## src/rtl/systolic_skew_feeder_4_if.sv

```systemverilog
// Row-vector input bus of the systolic skew feeder: valid/ready handshake with last marker.
interface systolic_skew_feeder_4_if #(
   parameter int unsigned DATA_WIDTH = 32
);
   localparam int unsigned LANES = 4;

   logic                          skew_in_valid;
   logic                          skew_in_ready;
   logic                          skew_in_last;
   logic [LANES*DATA_WIDTH-1:0]   skew_in_data;

   modport master (
      output skew_in_valid,
      output skew_in_last,
      output skew_in_data,
      input  skew_in_ready
   );

   modport slave (
      input  skew_in_valid,
      input  skew_in_last,
      input  skew_in_data,
      output skew_in_ready
   );
endinterface

```

## src/rtl/systolic_skew_feeder_4.sv

```systemverilog
// Left-edge skew feeder for a 4x4 systolic array: lane k reaches row k k cycles after lane 0.
// Optional hold-everything stall input enabled by defining SKEW_FEEDER_STALL_EN.
module systolic_skew_feeder_4 #(
   parameter int unsigned DATA_WIDTH = 32,
   parameter int unsigned CNT_WIDTH  = 8
) (
   input  logic                    skew_clk,
   input  logic                    skew_rst,
`ifdef SKEW_FEEDER_STALL_EN
   input  logic                    skew_stall,
`endif
   systolic_skew_feeder_4_if.slave skew,
   output logic                    skew_en_left_0,
   output logic                    skew_en_left_1,
   output logic                    skew_en_left_2,
   output logic                    skew_en_left_3,
   output logic [DATA_WIDTH-1:0]   skew_data_left_0,
   output logic [DATA_WIDTH-1:0]   skew_data_left_1,
   output logic [DATA_WIDTH-1:0]   skew_data_left_2,
   output logic [DATA_WIDTH-1:0]   skew_data_left_3,
   output logic                    skew_busy,
   output logic                    skew_done,
   output logic [CNT_WIDTH-1:0]    skew_beat_cnt
);

   localparam int unsigned LANES   = 4;
   localparam int unsigned DRAIN_W = 2;
   localparam logic [DRAIN_W-1:0] DRAIN_LOAD = DRAIN_W'(LANES - 1);

   typedef enum logic [1:0] {
      IDLE  = 2'd0,
      FEED  = 2'd1,
      DRAIN = 2'd2
   } state_t;

   state_t               state;
   logic [DRAIN_W-1:0]   drain_cnt;
   logic                 stall;
   logic                 accept;
   logic                 en_row   [LANES];
   logic [DATA_WIDTH-1:0] data_row [LANES];

`ifdef SKEW_FEEDER_STALL_EN
   assign stall = skew_stall;
`else
   assign stall = 1'b0;
`endif

   // Ready depends only on state and stall, never on valid.
   assign skew.skew_in_ready = (state != DRAIN) && !stall;
   assign accept             = skew.skew_in_valid && skew.skew_in_ready;
   assign skew_busy          = (state != IDLE);

   // Burst control: count beats, then drain the deepest delay line before signalling done.
   always_ff @(posedge skew_clk) begin
      if (skew_rst) begin
         state         <= IDLE;
         drain_cnt     <= '0;
         skew_beat_cnt <= '0;
         skew_done     <= 1'b0;
      end else if (stall) begin
         skew_done     <= 1'b0;
      end else begin
         skew_done <= 1'b0;
         case (state)
            IDLE: begin
               if (accept) begin
                  skew_beat_cnt <= CNT_WIDTH'(1);
                  if (skew.skew_in_last) begin
                     state     <= DRAIN;
                     drain_cnt <= DRAIN_LOAD;
                  end else begin
                     state     <= FEED;
                  end
               end
            end
            FEED: begin
               if (accept) begin
                  skew_beat_cnt <= skew_beat_cnt + CNT_WIDTH'(1);
                  if (skew.skew_in_last) begin
                     state     <= DRAIN;
                     drain_cnt <= DRAIN_LOAD;
                  end
               end
            end
            DRAIN: begin
               drain_cnt <= drain_cnt - DRAIN_W'(1);
               if (drain_cnt == DRAIN_W'(1)) begin
                  state     <= IDLE;
                  skew_done <= 1'b1;
               end
            end
            default: state <= IDLE;
         endcase
      end
   end

   // Per-lane delay lines; lane k is k+1 registers deep and zero-filled on bubbles.
   for (genvar k = 0; k < LANES; k++) begin : g_lane
      logic [DATA_WIDTH-1:0]      lane_in;
      logic [k:0]                 en_sr;
      logic [k:0][DATA_WIDTH-1:0] data_sr;

      assign lane_in = accept ? skew.skew_in_data[k*DATA_WIDTH +: DATA_WIDTH] : '0;

      if (k == 0) begin : g_first
         always_ff @(posedge skew_clk) begin
            if (skew_rst) begin
               en_sr   <= '0;
               data_sr <= '0;
            end else if (!stall) begin
               en_sr   <= accept;
               data_sr <= lane_in;
            end
         end
      end else begin : g_deep
         always_ff @(posedge skew_clk) begin
            if (skew_rst) begin
               en_sr   <= '0;
               data_sr <= '0;
            end else if (!stall) begin
               en_sr   <= {en_sr[k-1:0], accept};
               data_sr <= {data_sr[k-1:0], lane_in};
            end
         end
      end

      assign en_row[k]   = en_sr[k];
      assign data_row[k] = data_sr[k];
   end

   assign skew_en_left_0   = en_row[0];
   assign skew_en_left_1   = en_row[1];
   assign skew_en_left_2   = en_row[2];
   assign skew_en_left_3   = en_row[3];
   assign skew_data_left_0 = data_row[0];
   assign skew_data_left_1 = data_row[1];
   assign skew_data_left_2 = data_row[2];
   assign skew_data_left_3 = data_row[3];

endmodule
```

## src/flat_wrapper.sv

```systemverilog
// flat-port wrapper written by rule: the top's interface ports become plain ports
module systolic_skew_feeder_4_flat 
#(
   parameter int unsigned DATA_WIDTH = 32,
   parameter int unsigned CNT_WIDTH  = 8
)
  (skew_clk, skew_rst, skew_en_left_0, skew_en_left_1, skew_en_left_2, skew_en_left_3, skew_data_left_0, skew_data_left_1, skew_data_left_2, skew_data_left_3, skew_busy, skew_done, skew_beat_cnt, skew_skew_in_valid, skew_skew_in_last, skew_skew_in_data, skew_skew_in_ready);
  systolic_skew_feeder_4_if #(.DATA_WIDTH(DATA_WIDTH)) skew_i ();
  input  logic skew_clk;
  input  logic skew_rst;
  output logic skew_en_left_0;
  output logic skew_en_left_1;
  output logic skew_en_left_2;
  output logic skew_en_left_3;
  output logic [DATA_WIDTH-1:0] skew_data_left_0;
  output logic [DATA_WIDTH-1:0] skew_data_left_1;
  output logic [DATA_WIDTH-1:0] skew_data_left_2;
  output logic [DATA_WIDTH-1:0] skew_data_left_3;
  output logic skew_busy;
  output logic skew_done;
  output logic [CNT_WIDTH-1:0] skew_beat_cnt;
  input wire logic [$bits(skew_i.skew_in_valid)-1:0] skew_skew_in_valid;
  input wire logic [$bits(skew_i.skew_in_last)-1:0] skew_skew_in_last;
  input wire logic [$bits(skew_i.skew_in_data)-1:0] skew_skew_in_data;
  output wire logic [$bits(skew_i.skew_in_ready)-1:0] skew_skew_in_ready;
  assign skew_i.skew_in_valid = skew_skew_in_valid;
  assign skew_i.skew_in_last = skew_skew_in_last;
  assign skew_i.skew_in_data = skew_skew_in_data;
  assign skew_skew_in_ready = skew_i.skew_in_ready;
  systolic_skew_feeder_4 #(.DATA_WIDTH(DATA_WIDTH), .CNT_WIDTH(CNT_WIDTH)) u_core (.skew_clk(skew_clk), .skew_rst(skew_rst), .skew(skew_i), .skew_en_left_0(skew_en_left_0), .skew_en_left_1(skew_en_left_1), .skew_en_left_2(skew_en_left_2), .skew_en_left_3(skew_en_left_3), .skew_data_left_0(skew_data_left_0), .skew_data_left_1(skew_data_left_1), .skew_data_left_2(skew_data_left_2), .skew_data_left_3(skew_data_left_3), .skew_busy(skew_busy), .skew_done(skew_done), .skew_beat_cnt(skew_beat_cnt));
endmodule
```

## config.mk

```make
export PLATFORM = sky130hd
export DESIGN_NAME = systolic_skew_feeder_4_flat
export DESIGN_NICKNAME = d
export VERILOG_FILES = /design/src/rtl/systolic_skew_feeder_4_if.sv /design/src/rtl/systolic_skew_feeder_4.sv /design/src/flat_wrapper.sv
export SDC_FILE = /design/constraint.sdc
export NUM_CORES = 1
export LEC_CHECK = 0
export CORE_MARGIN = 3
export CORE_UTILIZATION = 49
export CTS_BUF_LIST = sky130_fd_sc_hd__clkbuf_8
export DETAILED_ROUTE_END_ITERATION = 8
export PLACE_DENSITY = 0.8
export SLEW_MARGIN = 25
export SYNTH_ARGS = -nofsm -noshare
export SYNTH_HDL_FRONTEND = slang
export SYNTH_SLANG_ARGS = --single-unit
```

## constraint.sdc

```tcl
create_clock -name skew_clk -period 1.9 [get_ports skew_clk]
set_clock_uncertainty 0.2 [all_clocks]
set_input_delay 0.285 -clock skew_clk [delete_from_list [all_inputs] [get_ports skew_clk]]
set_output_delay 0.285 -clock skew_clk [all_outputs]
set_load 0.1 [all_outputs]
```

==> impl_metrics.json <==
{
  "crit_fanout": 8,
  "ys_seq_area_share_pct": 67.5,
  "power.leakage_nw": 6.03,
  "finalSetupViolCount": 0,
  "irDropWorstVdd_uv": 632,
  "grt_pass1_vias": 6230,
  "grt_max_degree": 139,
  "p_sw_share_pct": 23.7,
  "cts_tree": "yes",
  "avgViaCountPerCell": 4.31,
  "fin_nets": 1185,
  "seqPwrFrac_pct": 50.0,
  "worstHoldPathType": "input port to register",
  "syn_area_per_cell_sq_um": 11.8,
  "synth_area_leader_cell": "dfxtp_1",
  "cp-start-kind": "register",
  "finalCritPeriodShare_pct": 96.3,
  "die_y_um": 149,
  "synthesis.nets": 979,
  "synthTopCellsByCount": "dfxtp_1 (337), nor2b_1 (196), and2_1 (128)",
  "synth_top_area_share_pct": 67.5,
  "core-area_sq_um": 19700,
  "reg2reg_from": "u_core.skew_beat_cnt[0]",
  "setup_tns_ps": 0,
  "hpwl_mm": 14.0,
  "synth-edff-count": 0,
  "initial_core_util_pct": 50.7,
  "arrival_ps": 1340,
  "drt_iter0_markers": 164,
  "period_needed_ps": 1830,
  "power.density_nw_per_um2": 995,
  "drt_wl_total_mm": 20.3,
  "grt.total_usage_pct": 18.6,
  "holdPathStages": 2,
  "clk_latency_ps": 540,
  "synthCells": 845,
  "r2r-end": "u_core.skew_beat_cnt[6]",
  "die_area_sq_um": 22100,
  "place_congestion": 0.783,
  "synth.distinct_cells": 33,
  "drcViolationCount": 0,
  "clockPowerShare_pct": 39.8,
  "cts_max_level": 2,
  "vias": 5839,
  "numPortBuffers": 274,
  "antenna_found_initial": 1,
  "post_drt_wl_per_cell_um": 15.0,
  "whs_ps": 96.7,
  "synth_area_leaders": "dfxtp_1 (68%), nor2b_1 (12%), and2_1 (8.0%)",
  "ys_ff_latch": 337,
  "internal_power_mw": 11.3,
  "drt-met1-wl_mm": 6.92,
  "wl_met2_mm": 10.2,
  "fillers": 1161,
  "synth_most_common_cell": "dfxtp_1",
  "status": "finished clean",
  "relSlewSlack_pct": 61.9,
  "firstDrtPassIters": 4,
  "cp.required_ps": 1410,
  "maxCapViolations": 0,
  "overflow": 0,
  "route.met3.wl_mm": 2.30,
  "die_x_um": 149,
  "path_clk_slew_ps": 60,
  "tightest_slew_ps": 572,
  "synthArstFlopShare_pct": 0,
  "max_freq_mhz": 546,
  "hold_end": "u_core.g_lane[3].data_sr[28]",
  "clockBufferDepth": 3,
  "end_kind": "primary output",
  "cts_buffers": 51,
  "layout-drive-gt1-share_pct": 22.5,
  "finalMaxSlewViolations": 0,
  "min_from": "skew_skew_in_data[124]",
  "clock-sinks": 337,
  "ff2ff_setup_slack_ps": 220,
  "synth_area_sq_um": 9990,
  "synth-main-ff-cell": "dfxtp_1",
  "grt_pass1_wl_mm": 31.9,
  "top_layer_used": "met4",
  "areaGrowthSynthToFinish_pct": 48.7,
  "yosys_warnings": 0,
  "criticalPathCategory": "register to primary output",
  "cts_root_buffer": "clkbuf_8",
  "ant_nets": 0,
  "p_comb_share_pct": 10.2,
  "ff2ff_path_depth": 4,
  "rsz0062_at_grt": "no",
  "pin_count": 275,
  "timing.final.hold_violations": 0,
  "row_count": 51,
  "p_sw_mw": 3.50
}
-- worst max-delay path, stage by stage, from the launching register on --
cell	delay, ps
dfxtp_4	360
or2_4	270
buf_12	170
-- per-stage QoR --
step	std cells	util (%)	total power, mW	instance area, sq um	setup slack, ps
4_1_cts	1353	75.3	15.0	14900	13.0
3_3_place_gp	1261	69.9	9.01	13800	-10.3
5_1_grt	1354	75.3	15.4	14900	7.02
2_1_floorplan	845	-	8.36	10000	-66.8
6_report	1354	75.3	14.8	14900	70.2
3_5_place_dp	1261	69.9	9.05	13800	-124
-- worst max path at each step --
stage	from	end	slack (ps)	depth (start not counted)
after floorplan	u_core.skew_beat_cnt[6]	u_core.skew_beat_cnt[7]	-70	3
after global placement	skew_skew_in_valid	u_core.skew_beat_cnt[6]	-10	5
after detailed placement	skew_skew_in_valid	u_core.skew_beat_cnt[6]	-120	5
after CTS	u_core.state[1]	skew_skew_in_ready	10	3
after global routing	u_core.state[1]	skew_busy	7	2
final	u_core.state[1]	skew_busy	70	2
-- cell usage in the layout (no fill, tap or decap), types with 4 or more instances in the layout --
| cell | Yosys | final |
|---|---|---|
| a211oi_1 | 4 | 4 |
| a21oi_1 | 4 | 4 |
| and2_1 | 128 | 128 |
| buf_12 | 0 | 148 |
| buf_4 | 96 | 7 |
| clkbuf_8 | 0 | 64 |
| clkdlybuf4s50_1 | 0 | 130 |
| clkinv_2 | 0 | 7 |
| dfxtp_1 | 337 | 329 |
| dfxtp_2 | 0 | 6 |
| inv_1 | 3 | 17 |
| nand3_1 | 4 | 4 |
| nor2_1 | 5 | 5 |
| nor2b_1 | 196 | 196 |
-- state kept, by name (all words and copies together), names as in the netlist --
| name | count |
|---|---|
| u_core.drain_cnt | 2 |
| u_core.skew_data_left_1 | 32 |
| u_core.skew_data_left_0 | 32 |
| u_core.skew_beat_cnt | 8 |
| u_core.skew_data_left_3 | 32 |
| u_core.g_lane.data_sr | 192 |
| u_core.skew_data_left_2 | 32 |
| u_core.state | 2 |
| u_core.skew_done | 1 |
| u_core.g_lane.en_sr | 4 |
-- power groups by stage --
stage                     Sequential, mW  Clock, mW  Combinational [mW]
after global placement              7.53          0                1.48
after global routing                7.40       6.40                1.58
after detailed placement            7.54          0                1.51
after CTS                           7.39       6.07                1.52
after floorplan                     7.74          0               0.622
final                               7.39       5.88                1.51
-- cell type report --
class	instances	area, sq um	share of cell area, %
tap	265	332	2.23
timing repair buffer	287	4340	29.2
antenna	1	2.50	0.0168
sequential	337	6760	45.5
clock buffer	64	881	5.93
multi-input combinational	371	2360	15.9
clock inverter	26	168	1.13
inverter	3	11.3	0.0758
-- cells by family after synthesis --
family                     Yosys count  share of synthesized area, %
muxes                                1                         0.100
adders and majority gates            2                         0.250
xor gates and xnor gates             1                        0.0877
and+or+nand+nor                    351                          22.0
AOI/OAI and AO/OA                   16                          1.10
buffers and inverters              137                          8.94
DFF                                337                          67.5
-- per-layer routing --
metal  track usage, %  up-vias
met5                0        -
met4             8.60        0
met3             9.60       57
met2             32.9      242
met1             18.0     2637
li1                 -     2903
-- timing repair --
item                                   in CTS  in global routing
buffers inserted                            1                  0
endpoints found under the hold margin      13                  0
resized for setup                           5                  2
setup endpoints to repair                   2                  1
hold buffers                                1                  0
gates cloned                                0                  0
(Power assumes the default switching activity.)
